<file path="src/rtl/div_seq_if.sv">
// rtl/div_seq_if.sv - execute-stage handshake bundle for the sequential divider
// master = execute stage, slave = divider.
interface div_seq_if #(
   parameter int WIDTH = 32
);
   logic                 start_i;
   logic                 annul_i;
   logic                 signed_div_i;
   logic [WIDTH-1:0]     opdata1_i;
   logic [WIDTH-1:0]     opdata2_i;
   logic [2*WIDTH-1:0]   result_o;
   logic                 ready_o;
   logic                 stallreq_o;

   modport master (
      output start_i, annul_i, signed_div_i, opdata1_i, opdata2_i,
      input  result_o, ready_o, stallreq_o
   );

   modport slave (
      input  start_i, annul_i, signed_div_i, opdata1_i, opdata2_i,
      output result_o, ready_o, stallreq_o
   );
endinterface

</file>
<file path="src/rtl/div_seq.sv">
// rtl/div_seq.sv - radix-2 restoring DIV/DIVU sequencer, one quotient bit per cycle
// Optional signed support is built only when DIV_SIGNED_EN is defined.
module div_seq #(
   parameter int WIDTH = 32
) (
   input  logic       clk,
   input  logic       rst,
   div_seq_if.slave   bus
);
   localparam int CW = $clog2(WIDTH + 1);

   typedef enum logic [1:0] {FREE, BYZERO, ON, END} state_t;

   state_t               state, state_nxt;
   logic [CW-1:0]        cnt;
   logic [WIDTH-1:0]     dq;        // dividend shifts out the top, quotient shifts in the bottom
   logic [WIDTH-1:0]     divisor;
   logic [WIDTH-1:0]     rem;
   logic [WIDTH:0]       shifted;
   logic [WIDTH:0]       diff;
   logic [WIDTH-1:0]     op1_abs, op2_abs;
   logic [WIDTH-1:0]     quot_fix, rem_fix;
   logic [2*WIDTH-1:0]   result;
   logic                 ready;
   logic                 accept;
   logic                 done;

   assign accept  = (state == FREE) && bus.start_i && !bus.annul_i;
   assign done    = (cnt == CW'(WIDTH));
   assign shifted = {rem, dq[WIDTH-1]};
   assign diff    = shifted - {1'b0, divisor};

`ifdef DIV_SIGNED_EN
   logic sign1, sign2;
   logic neg1, neg2;

   assign neg1     = bus.signed_div_i & bus.opdata1_i[WIDTH-1];
   assign neg2     = bus.signed_div_i & bus.opdata2_i[WIDTH-1];
   assign op1_abs  = neg1 ? -bus.opdata1_i : bus.opdata1_i;
   assign op2_abs  = neg2 ? -bus.opdata2_i : bus.opdata2_i;
   assign quot_fix = (sign1 ^ sign2) ? -dq : dq;
   assign rem_fix  = sign1 ? -rem : rem;

   always_ff @(posedge clk or negedge rst) begin
      if (!rst) begin
         sign1 <= 1'b0;
         sign2 <= 1'b0;
      end else if (accept) begin
         sign1 <= neg1;
         sign2 <= neg2;
      end
   end
`else
   logic unused_signed;

   assign unused_signed = bus.signed_div_i;
   assign op1_abs  = bus.opdata1_i;
   assign op2_abs  = bus.opdata2_i;
   assign quot_fix = dq;
   assign rem_fix  = rem;
`endif

   always_ff @(posedge clk or negedge rst) begin
      if (!rst) state <= FREE;
      else      state <= state_nxt;
   end

   always_comb begin
      state_nxt = state;
      case (state)
         FREE: begin
            if (accept) state_nxt = (bus.opdata2_i == '0) ? BYZERO : ON;
         end
         BYZERO: state_nxt = END;
         ON: begin
            if (bus.annul_i) state_nxt = FREE;
            else if (done)   state_nxt = END;
         end
         END: begin
            if (!bus.start_i) state_nxt = FREE;
         end
         default: state_nxt = FREE;
      endcase
   end

   always_ff @(posedge clk or negedge rst) begin
      if (!rst) begin
         cnt     <= '0;
         dq      <= '0;
         divisor <= '0;
         rem     <= '0;
         result  <= '0;
         ready   <= 1'b0;
      end else begin
         case (state)
            FREE: begin
               if (accept && bus.opdata2_i != '0) begin
                  dq      <= op1_abs;
                  divisor <= op2_abs;
                  rem     <= '0;
                  cnt     <= '0;
               end
            end
            BYZERO: begin
               result <= '0;
               ready  <= 1'b1;
            end
            ON: begin
               if (bus.annul_i) begin
                  cnt   <= '0;
                  ready <= 1'b0;
               end else if (done) begin
                  result <= {rem_fix, quot_fix};
                  ready  <= 1'b1;
               end else begin
                  // diff MSB set means the trial subtract went negative: restore
                  rem <= diff[WIDTH] ? shifted[WIDTH-1:0] : diff[WIDTH-1:0];
                  dq  <= {dq[WIDTH-2:0], ~diff[WIDTH]};
                  cnt <= cnt + CW'(1);
               end
            end
            END: begin
               if (!bus.start_i) begin
                  ready  <= 1'b0;
                  result <= '0;
               end
            end
            default: ready <= 1'b0;
         endcase
      end
   end

   assign bus.result_o   = result;
   assign bus.ready_o    = ready;
   assign bus.stallreq_o = bus.start_i & ~ready;
endmodule

</file>
<file path="src/flat_wrapper.sv">
// flat-port wrapper written by rule: the top's interface ports become plain ports
module div_seq_flat 
#(
   parameter int WIDTH = 32
)
  (clk, rst, bus_start_i, bus_annul_i, bus_signed_div_i, bus_opdata1_i, bus_opdata2_i, bus_result_o, bus_ready_o, bus_stallreq_o);
  div_seq_if #(.WIDTH(WIDTH)) bus_i ();
  input  logic clk;
  input  logic rst;
  input wire logic [$bits(bus_i.start_i)-1:0] bus_start_i;
  input wire logic [$bits(bus_i.annul_i)-1:0] bus_annul_i;
  input wire logic [$bits(bus_i.signed_div_i)-1:0] bus_signed_div_i;
  input wire logic [$bits(bus_i.opdata1_i)-1:0] bus_opdata1_i;
  input wire logic [$bits(bus_i.opdata2_i)-1:0] bus_opdata2_i;
  output wire logic [$bits(bus_i.result_o)-1:0] bus_result_o;
  output wire logic [$bits(bus_i.ready_o)-1:0] bus_ready_o;
  output wire logic [$bits(bus_i.stallreq_o)-1:0] bus_stallreq_o;
  assign bus_i.start_i = bus_start_i;
  assign bus_i.annul_i = bus_annul_i;
  assign bus_i.signed_div_i = bus_signed_div_i;
  assign bus_i.opdata1_i = bus_opdata1_i;
  assign bus_i.opdata2_i = bus_opdata2_i;
  assign bus_result_o = bus_i.result_o;
  assign bus_ready_o = bus_i.ready_o;
  assign bus_stallreq_o = bus_i.stallreq_o;
  div_seq #(.WIDTH(WIDTH)) u_core (.clk(clk), .rst(rst), .bus(bus_i));
endmodule
</file>
<file path="config.mk">
export PLATFORM = sky130hd
export DESIGN_NAME = div_seq_flat
export DESIGN_NICKNAME = d
export VERILOG_FILES = /design/src/rtl/div_seq_if.sv /design/src/rtl/div_seq.sv /design/src/flat_wrapper.sv
export SDC_FILE = /design/constraint.sdc
export NUM_CORES = 1
export LEC_CHECK = 0
export ABC_CLOCK_PERIOD_IN_PS = 2700
export CORE_MARGIN = 5
export CORE_UTILIZATION = 45
export CTS_BUF_LIST = sky130_fd_sc_hd__clkbuf_4 sky130_fd_sc_hd__clkbuf_8 sky130_fd_sc_hd__clkbuf_16
export DETAILED_ROUTE_END_ITERATION = 8
export MAX_ROUTING_LAYER = met4
export PLACE_DENSITY = 0.74
export SLEW_MARGIN = 25
export SYNTH_ARGS = -nofsm -noshare
export SYNTH_HDL_FRONTEND = slang
export SYNTH_SLANG_ARGS = --single-unit
export TNS_END_PERCENT = 100
</file>
<file path="constraint.sdc">
create_clock -name clk -period 2.7 [get_ports clk]
set_clock_uncertainty 0.05 [all_clocks]
set_input_delay 0.27 -clock clk [delete_from_list [all_inputs] [get_ports clk]]
set_output_delay 0.27 -clock clk [all_outputs]
set_load 0.02 [all_outputs]
</file>
# Yosys cells after proc, flatten, opt, wreduce, memory -nomap -nowiden
# Index checks and enable logic that the tools add are counted.
# classes
n_mux,27
reduce_logical,15
n_bitwise,3
eq_ne,12
n_addsub,2
# op_table
cell,count
$mux 32,7
$mux 64,3
$pmux 64 s3,1
$pmux 32 s2,2
$sub 33x32->33,1
$logic_not 32->1,1
$reduce_bool 32->1,1
$mux 6,3
$pmux 6 s2,1
$mux 2,5
$reduce_and 3->1,3
$ne 2x2->1 const B,4
$pmux 2 s4,1
$reduce_and 4->1,2
$add 6x1->6 const B,1
$eq 6x6->1 const B,1
$eq 2x2->1 const B,2
$ne 2x1->1 const B,2
$logic_and 1x1->1,3
$mux 1,3
$ne 3x2->1 const B,1
$ne 3x3->1 const B,1
$pmux 1 s3,1
$reduce_bool 3->1,1
other kinds (7),8
# word_totals
inputBits,69
reg_bits,169
word_cells,66
output_inout_bits,66

# Logic depth before layout (Yosys ltp)
# Gate-level depths: netlist (run 1).
# logic_depth
word_depth,6
ltp_mapped,14

# Worst setup path before layout (run 1)
# No wires, ideal clock.
# synth_path
path_type,register to register
from,reg u_core.rem[2]
to,reg u_core.rem[23]
path_slack_ns,-0.147
synth_period_minus_slack_ns,2.847
stages_incl_launch_ff,11
arrival_ns,2.720
n_path_buf,0
cell_sequence,dfrtp_1 -> ha_1 -> a21o_1 -> a21oi_1 -> a21oi_1 -> o211ai_1 -> nand2_1 -> o41ai_1 -> mux2_2 -> a2111o_1 -> o21ai_1
# synth_via
elab_chain_len,5
# synth_lines
item,line,rtl
start: declaration,div_seq.sv:18,logic [WIDTH-1:0] rem;
start signal: assignment,div_seq.sv:117,rem <= diff[WIDTH] ? shifted[WIDTH-1:0] : diff[WIDTH-1:0];
$sub 33x32->33,div_seq.sv:31,"assign diff = shifted - {1'b0, divisor};"
$mux 32,div_seq.sv:117,
$mux 32,div_seq.sv:112,end else if (done) begin
$mux 32,div_seq.sv:109,if (bus.annul_i) begin
$pmux 32 s2,div_seq.sv:95,case (state)
# No other way between the ends. The select of a mux whose other input is x is not followed.
# A chain may end at the register's enable or synchronous reset.

# Worst setup path after layout (run 1)
# layout_path
from,reg u_core.divisor[0]
to,reg u_core.rem[14]
# layout_via
elab_chain_len,5
# layout_lines
item,line,rtl
start: declaration,div_seq.sv:17,logic [WIDTH-1:0] divisor;
start signal: assignment,div_seq.sv:99,divisor <= op2_abs;
$sub 33x32->33,div_seq.sv:31,
$mux 32,div_seq.sv:117,
$mux 32,div_seq.sv:112,
$mux 32,div_seq.sv:109,
$pmux 32 s2,div_seq.sv:95,
# No other way between the ends. The select of a mux whose other input is x is not followed.

==> results of run 1 <==
metrics by stage:
stage / instance area [um^2] / hold slack, ns / utilization (%) / total power, mW / setup WS [ns]
detailed placement: 11510 / 0.2314 / 58.75 / 8.205 / -0.2370
global route: 12230 / 0.3716 / 62.45 / 11.49 / -0.3061
floorplan: 9046 / -0.07559 / - / 6.314 / -0.03527
finish: 12230 / 0.3227 / 62.45 / 10.81 / -0.1929
global placement: 11510 / 0.2339 / 58.75 / 8.075 / -0.1913
CTS: 12170 / 0.3460 / 62.12 / 10.69 / -0.2168
power groups by stage:
stage / logic, mW / clock network, mW / registers (mW)
after floorplan: 3.01 / 0 / 3.30
after global placement: 4.71 / 0 / 3.36
after detailed placement: 4.82 / 0 / 3.38
after CTS: 4.95 / 2.40 / 3.34
after global routing: 5.58 / 2.51 / 3.40
final: 5.09 / 2.36 / 3.36
worst paths after layout:
kind	end	from
worst min register to register	u_core.dq[1]$_DFFE_PN0P_	u_core.dq[1]$_DFFE_PN0P_
worst max register to register	u_core.rem[14]$_DFFE_PN0P_	u_core.divisor[0]$_DFFE_PN0P_
min in group clk	u_core.dq[1]$_DFFE_PN0P_	u_core.dq[1]$_DFFE_PN0P_
worst min-delay path	u_core.bus.result_o[2]$_DFFE_PN0P_	rst
max in group asynchronous	u_core.dq[27]$_DFFE_PN0P_	rst
worst max-delay path	u_core.rem[14]$_DFFE_PN0P_	u_core.divisor[0]$_DFFE_PN0P_
repair_timing:
item | in CTS | in global routing
gates cloned | 0 | 0
hold buffers | 1 | 0
endpoints found under the setup margin | 33 | 33
gates resized for setup | 11 | 10
hold endpoints to repair | 57 | 0
pin swaps | 3 | 4
setup buffers | 1 | 3
routing by layer:
layer  routed length, um  up-vias
met3                1427       22
met2               11350      216
met4                 285        0
li1                    -     3899
met1               10900     3799
met5                   0        -
logic make-up (layout without fill, tap and decap cells):
| group | after synthesis | after routing | synth area share (%) |
|---|---|---|---|
| buffers and inverters | 104 | 334 | 4.671 |
| XOR/XNOR | 29 | 29 | 2.906 |
| AND/OR/NAND/NOR | 330 | 330 | 15.68 |
| adder cells (fa/ha/maj) | 35 | 35 | 4.949 |
| flip-flops | 169 | 169 | 46.99 |
| multiplexers | 39 | 39 | 4.824 |
| AO/OA/AOI/OAI | 283 | 283 | 19.98 |
cell usage after synthesis (all sizes together), types with 2 or more instances:
library cell  count
nand2           212
dfrtp           169
o21ai            94
a21oi            71
clkbuf           49
a21o             45
inv              43
nor2             36
mux2             35
ha               34
nand3            30
o311ai           18
xor2             15
xnor2            14
buf              12
nor4             10
a31oi             9
a32oi             9
nand2b            8
nor3              8
o31ai             8
nand4             7
a211oi            6
mux2i             4
nor2b             4
o21bai            4
or2               4
and3              3
o211ai            3
a2111o            2
and2              2
nand3b            2
o2111ai           2
o21a              2
state kept, by name, summed over array words and instances, names as in the netlist:
name / count
u_core.cnt: 6
u_core.bus.result_o: 64
u_core.dq: 32
u_core.rem: 32
u_core.divisor: 32
u_core.bus.ready_o: 1
u_core.state: 2
cell type report:
type / instances / area, um^2 / share of cell area (%)
Tap cell: 265 / 331.6 / 2.710
Clock inverter: 15 / 146.4 / 1.197
Sequential cell: 169 / 4229 / 34.57
Multi-Input combinational cell: 716 / 4539 / 37.10
Inverter: 43 / 161.4 / 1.319
Clock buffer: 17 / 425.4 / 3.477
Timing Repair Buffer: 259 / 2401 / 19.63
==> reports/qor.yml, run 1 <==
postSynthNetCount: 1093
crit_chain: "ha_4, fa_2, nor2b_4, o31ai_4, a21oi_2, a311o_2, a21oi_4, o31ai_4, xnor2_4, buf_12, buf_6, nand3_1, o311ai_2"
grt_use_met3_pct: 3.621
drc: 0
start_util_pct: 45.94
start_kind: "flip-flop"
hold_viol_final: 0
status: "complete, but fails checks"
drt_iter0_markers: 593
final_nets: 1310
end_kind: "flip-flop"
required_ns: 2.98
dr.pass1.iters: 5
crit_top_cell: "o31ai_4"
p_per_area_nw_per_um2: 883.7
crit_slowest_cell: "dfrtp_1"
synth-edff-count: 0
max_slew_margin_pct: 61.69
synthesis.area_um2: 9000
totalWireLength_mm: 23.97
final_cell_count_no_fill: 1484
layout-drive-gt1-share_pct: 18.79
drtAntennaViolNets: 0
grt_max_degree: 107
maxCapViolations: 0
gr-usage-met2_pct: 35.74
synth_top_cell_area_share_pct: 46.99
cp.buffers_inverters: 2
crit_cells: 13
synthCells: 989
slew_violations: 0
area_growth_syn_to_layout_pct: 35.94
synthDistinctLibCells: 61
synth_area_leaders: "dfrtp_1 (47%), nand2_1 (8.8%), ha_1 (4.7%)"
seq_power_share_pct: 31.0
dp_hpwl_mm: 17.86
die_x_um: 151.4
gp_congestion: 0.9284
ys_seq_area_share_pct: 46.99
layout_common_cells: "nand2_1 (212), dfrtp_1 (169), clkdlybuf4s50_1 (132)"
grtUsageTotal_pct: 21.93
worstMarginPinSlew_ns: 0.5734
placementRows: 51
vias_per_cell: 5.348
die_area_um2: 22930
fin_crit_sh_pct: 107.1
critPathMaxStageDelay_ns: 0.41
wl_per_cell_um: 16.15
clockBufferDepth: 2
regToRegSetupSlack_ns: -0.19
final_common_cell: "nand2_1"
internal_power_mw: 6.632
violations: "negative setup slack"
dp.cells: 1447
syn_area_per_cell_um2: 9.100
overflow: 0
insertedDiodeCount: 0
ys_ff_latch: 169
grt_antenna_before_repair: 0
die_h_um: 151.4
grt_pass1_vias: 7807
p_sw_share_pct: 38.66
setup_viol: 33
ys_async_sr_fraction_pct: 100.0
cts_tree: "built"
path_delay_family: "compound AO/OA/AOI/OAI gates"
crit_path_max_fanout: 16
rsz0062_at_grt: "true"
io_buffers: 133
yosys_warnings: 0
cp.arrival_ns: 3.17
tns_ns: -4.039
critPathKind: "flip-flop to flip-flop"
cts.sinks: 169
ff2ff_path_depth: 13
finalCriticalPeriod_ns: 2.893
p_sw_mw: 4.180
synth_area_leader_cell: "dfrtp_1"
grt.busiest_layer: "met2"
grt_pass1_wl_mm: 38.88
p_leak_nw: 5.660
p_comb_share_pct: 47.1
use_met1_pct: 28.70
clk_pin_slew_worst_paths_ns: 0.07
timing.final.ws_setup_ns: -0.1929
fillers: 1626
worstSkewPairLatency_ns: 0.43
irDropWorstVdd_mv: 0.5410
placeableCoreArea_um2: 19590
max_freq_mhz: 345.7
pin_count: 135
hp-class: "input pin to async pin"
cts-root-buf: "clkbuf_16"
synth_ff_type: "dfrtp_1"
numCtsBuffers: 17
htree_levels: 4
vias: 7936
p_clk_share_pct: 21.9
Note: power is estimated with default switching activity, not from simulation.
==> inputs of run 2 (changes only) <==
- CORE_ASPECT_RATIO: default -> 1.25
- CTS_CLUSTER_SIZE: default -> 30
==> run 2 against run 1 <==
Maximum frequency down 3.4%. Critical path depth shrank 2. Count of clock-buffer cells in the layout did not move. First-iteration DRC count decreased by 37%. The flow still finishes with violations (negative setup slack). Combinational power up 16%. Register-to-register slack worse by 0.10 ns. Global-route usage is 0.54 points higher. Design area rose by 4.4%. Sequential share of layout area shrank 1.5 points.
==> reports/qor.yml, run 2 (synthesized netlist as in run 1, its figures left out) <==
status: "complete, but fails checks"
violations: "negative setup slack"
placed_cell_area_um2: 11680
crit_slowest_cell: "dfrtp_1"
die_area_um2: 22950
layout-drive-gt1-share_pct: 22.95
final_cell_area_um2: 12770
drc: 0
drtAntennaViolNets: 0
p_sw_share_pct: 37.94
grt_max_degree: 107
ff2ff_path_depth: 11
placeableCoreArea_um2: 19540
critPathMaxStageDelay_ns: 0.42
drt_iter0_markers: 374
critPathKind: "flip-flop to flip-flop"
required_ns: 3.01
cts_tree: "built"
hp-class: "input pin to async pin"
gp_congestion: 0.8998
die_x_um: 136.5
crit_chain: "ha_1, nor2b_1, o2111ai_2, a21oi_2, o211ai_1, nand2_1, o41ai_2, buf_4, mux2_2, a2111o_1, o21ai_1"
timing.final.ws_setup_ns: -0.2937
fin_crit_sh_pct: 110.9
worstSkewPairLatency_ns: 0.43
irDropWorstVdd_mv: 0.5079
finalCriticalPeriod_ns: 2.994
area_growth_syn_to_layout_pct: 41.94
clk_pin_slew_worst_paths_ns: 0.07
max_freq_mhz: 334.0
p_sw_mw: 4.458
grt_pass1_vias: 8276
pin_count: 135
crit_path_max_fanout: 4
fillers: 1599
wl_per_cell_um: 16.41
largest_register_ffs: 64
layout_common_cells: "nand2_1 (212), dfrtp_1 (168), buf_4 (143)"
placementRows: 57
hold_viol_final: 0
max_slew_margin_pct: 63.21
p_clk_share_pct: 21.1
die_h_um: 168.1
rsz0062_at_grt: "true"
dp_hpwl_mm: 17.94
setup_viol: 33
totalWireLength_mm: 24.94
start_kind: "flip-flop"
hold_ws_ns: 0.2741
slew_violations: 0
grt_antenna_before_repair: 0
maxCapViolations: 0
worstMarginPinSlew_ns: 0.5505
overflow: 0
cp.arrival_ns: 3.30
start_util_pct: 46.06
final_nets: 1346
insertedDiodeCount: 0
p_per_area_nw_per_um2: 919.8
htree_levels: 4
vias_per_cell: 5.374
internal_power_mw: 7.293
vias: 8168
final_common_cell: "nand2_1"
cts.sinks: 169
numCtsBuffers: 17
pre_cts_ws_ns: -0.3680
dr.pass1.iters: 5
regToRegSetupSlack_ns: -0.29
p_comb_share_pct: 50.2
io_buffers: 133
grtUsageTotal_pct: 22.47
grt_pass1_wl_mm: 40.47
seq_power_share_pct: 28.7
power_mw: 11.75
cts-root-buf: "clkbuf_16"
clockBufferDepth: 2
p_leak_nw: 5.956
end_kind: "flip-flop"
## run 2: changes by cell type in the layout (fill, tap and decap cells not counted), moves of 3 or more
cell,previous run,this run
buf_12,9,12
o311ai_1,10,6
clkinv_2,0,4
nand3_1,28,23
buf_4,114,143
inv_6,9,5
nand3_2,2,6
## run 2: metal layers
metal / part of all wire [%] / vias to the layer above / track usage (%)
li1: - / 3979 / -
met1: 43 / 3919 / 27.77
met2: 50 / 222 / 37.19
met3: 4.9 / 48 / 3.642
met4: 2.1 / 0 / 8.023
met5: 0 / - / -
## run 2: what timing repair did
action                                 CTS  global route
setup endpoints to repair               33            34
hold buffers                             1             0
pin swaps                               19            15
endpoints found under the hold margin   39             0
resized for setup                       27            27
setup buffers                           11             7
cloned                                   2             0
## run 2: through the flow
stage          std cells  utilization [%]   TNS, ns
2_1_floorplan        989                -  -0.08351
3_3_place_gp        1468            59.76    -16.81
3_5_place_dp        1468            59.76    -16.98
4_1_cts             1513            64.28    -6.993
5_1_grt             1520            65.37    -11.44
6_report            1520            65.37    -7.513
## run 2: area by class of cell
class	count	area (um^2)	area share (%)
Multi-Input combinational cell	716	4698	36.78
Inverter	43	161.4	1.263
Timing Repair Buffer	295	2764	21.64
Tap cell	265	331.6	2.595
Sequential cell	169	4230	33.11
Clock buffer	17	425.4	3.330
Clock inverter	15	163.9	1.283
## run 2: path summary, 6_finish.rpt
check	from	endpoint
worst max-delay path	u_core.rem[0]$_DFFE_PN0P_	u_core.rem[23]$_DFFE_PN0P_
worst min-delay path	rst	u_core.divisor[4]$_DFFE_PN0P_
worst max register to register	u_core.rem[0]$_DFFE_PN0P_	u_core.rem[23]$_DFFE_PN0P_
worst min register to register	u_core.bus.result_o[7]$_DFFE_PN0P_	u_core.bus.result_o[7]$_DFFE_PN0P_
max in group asynchronous	rst	u_core.bus.result_o[16]$_DFFE_PN0P_
min in group clk	u_core.bus.result_o[7]$_DFFE_PN0P_	u_core.bus.result_o[7]$_DFFE_PN0P_
## run 2: power groups by stage
stage                     Combinational (mW)  Sequential, mW  Clock [mW]
after global placement                  4.79            3.36           0
after detailed placement                4.89            3.38           0
after CTS                               5.44            3.34        2.53
final                                   5.90            3.37        2.48
after floorplan                         3.01            3.30           0
after global routing                    6.42            3.41        2.64
## run 2: critical path: cells and delay by family, from the launching register on
kind,cells,cell delay (ns)
AO/OA/AOI/OAI,6,1.34
flip-flops,1,0.42
multiplexers,1,0.33
AND/OR/NAND/NOR,2,0.30
adder cells (fa/ha/maj),1,0.30
buffers and inverters,1,0.17
==> inputs of run 3 (changes only) <==
- SLEW_MARGIN: 25 -> 0
- TNS_END_PERCENT: 100 -> 20
==> run 3 against run 2 <==
The run still ends with negative setup slack left. Largest cell class unchanged. Maximum frequency rose by 1.1%. Largest power group unchanged. Critical endpoint unchanged. Sequential power barely moved. Sequential share of layout area grew 0.36 points. Hold slack improved by 0.0010 ns. Highest routed layer unchanged.
==> reports/qor.yml, run 3 (synthesized netlist as in run 1, its figures left out) <==
drt_iter0_markers: 360
overflow: 0
die_area_um2: 22950
grt_antenna_before_repair: 0
layout_common_cells: "nand2_1 (212), dfrtp_1 (168), buf_4 (141)"
pre_cts_ws_ns: -0.3680
final_common_cell: "nand2_1"
rr_endpoint: "u_core.rem[23]$_DFFE_PN0P_"
final_nets: 1344
regToRegSetupSlack_ns: -0.26
top_layer: "met4"
vias_per_cell: 5.355
max_freq_mhz: 337.8
end_kind: "flip-flop"
pin_count: 135
wl_per_cell_um: 16.06
vias: 8129
dp_hpwl_mm: 17.94
die_h_um: 168.1
worstSkewPairLatency_ns: 0.43
grtUsageTotal_pct: 22.31
crit_chain: "inv_1, ha_4, nor2b_4, o31ai_4, a21oi_2, a311o_2, a21oi_4, o31ai_4, xnor2_4, buf_12, buf_12, a2111o_1, o21ai_1"
placeableCoreArea_um2: 19540
path_delay_family: "compound AO/OA/AOI/OAI gates"
maxCapViolations: 0
ff2ff_path_depth: 13
htree_levels: 4
dr_wl_met3_mm: 1.229
grt_max_degree: 107
max_slew_margin_pct: 63.92
io_buffers: 133
fin_crit_sh_pct: 109.7
rsz0062_at_grt: "true"
crit_slowest_cell: "a311o_2"
cts-root-buf: "clkbuf_16"
cp.buffers_inverters: 3
hold_viol_final: 0
layout-drive-gt1-share_pct: 21.79
status: "complete, but fails checks"
worstMarginPinSlew_ns: 0.5400
slew_violations: 0
p_per_area_nw_per_um2: 907.4
critPathKind: "flip-flop to flip-flop"
p_leak_nw: 5.887
critPathMaxStageDelay_ns: 0.44
setup_viol: 33
cp.arrival_ns: 3.26
gp_congestion: 0.8998
totalWireLength_mm: 24.38
clockBufferDepth: 2
drc: 0
postLayoutCoreUtil_pct: 64.67
placementRows: 57
wl_met1_mm: 10.38
hp-class: "input pin to async pin"
violations: "negative setup slack"
grt_pass1_vias: 8236
start_util_pct: 46.06
irDropWorstVdd_mv: 0.5069
crit_path_max_fanout: 13
grt_pass1_wl_mm: 40.26
power_mw: 11.47
required_ns: 3.00
route.met2.wl_mm: 12.26
clk_pin_slew_worst_paths_ns: 0.07
insertedDiodeCount: 0
start_kind: "flip-flop"
area_growth_syn_to_layout_pct: 40.41
cts.sinks: 169
crit_start: "u_core.divisor[2]$_DFFE_PN0P_"
finalCriticalPeriod_ns: 2.961
crit_cells: 13
largest_register_ffs: 64
numCtsBuffers: 17
drtAntennaViolNets: 0
die_x_um: 136.5
r2r_start: "u_core.divisor[2]$_DFFE_PN0P_"
dr.pass1.iters: 5
timing.final.ws_setup_ns: -0.2607
cts_tree: "built"
## run 3: cell types whose count changed in the layout (fill, tap and decap cells not counted), sizes merged
cell and change:
buf -2
## run 3: cell type report
cell class / count / area [um^2]
clock buffers: 17 / 425.4
clock inverters: 15 / 163.9
fillers: 1641 / 6904
inverters: 43 / 161.4
multi-input cells: 716 / 4596
flip-flops and latches: 169 / 4230
well taps: 265 / 331.6
repair buffers: 293 / 2729
## run 3: per-layer routing
| metal | global-route usage [%] | up-vias |
|---|---|---|
| met3 | 3.522 | 59 |
| li1 | - | 3974 |
| met5 | - | - |
| met4 | 7.804 | 0 |
| met2 | 36.87 | 225 |
| met1 | 27.75 | 3871 |
## run 3: how the worst max path moves through the flow
stage	end	slack [ns]
floorplan	u_core.rem[23]$_DFFE_PN0P_	-0.04
global placement	u_core.cnt[3]$_DFFE_PN0P_	-0.29
detailed placement	u_core.cnt[3]$_DFFE_PN0P_	-0.37
CTS	u_core.rem[23]$_DFFE_PN0P_	-0.26
global route	u_core.rem[22]$_DFFE_PN0P_	-0.42
finish	u_core.rem[23]$_DFFE_PN0P_	-0.26
## run 3: repair_timing
| item | in CTS | in global routing |
|---|---|---|
| gates cloned | 1 | 0 |
| pin swaps | 17 | 10 |
| resized for setup | 24 | 13 |
| endpoints found under the setup margin | 33 | 34 |
| hold endpoints to repair | 39 | 0 |
| setup buffers | 11 | 7 |
| hold buffers | 1 | 0 |
## run 3: where the power goes
part	switching, mW	internal [mW]	leakage, nW	total [mW]
Combinational	2.83	2.81	3.36	5.64
Sequential	0.392	2.97	2.23	3.36
Clock	1.08	1.39	0.296	2.46
## run 3: metrics by stage
| step | std cells | area, um^2 | hold WS, ns | TNS, ns |
|---|---|---|---|---|
| finish | 1518 | 12640 | 0.2751 | -6.656 |
| global route | 1518 | 12640 | 0.3246 | -11.86 |
| CTS | 1512 | 12520 | 0.2847 | -7.048 |
| detailed placement | 1468 | 11680 | 0.1761 | -16.98 |
| global placement | 1468 | 11680 | 0.1685 | -16.81 |
| floorplan | 989 | 9046 | -0.07559 | -0.08351 |
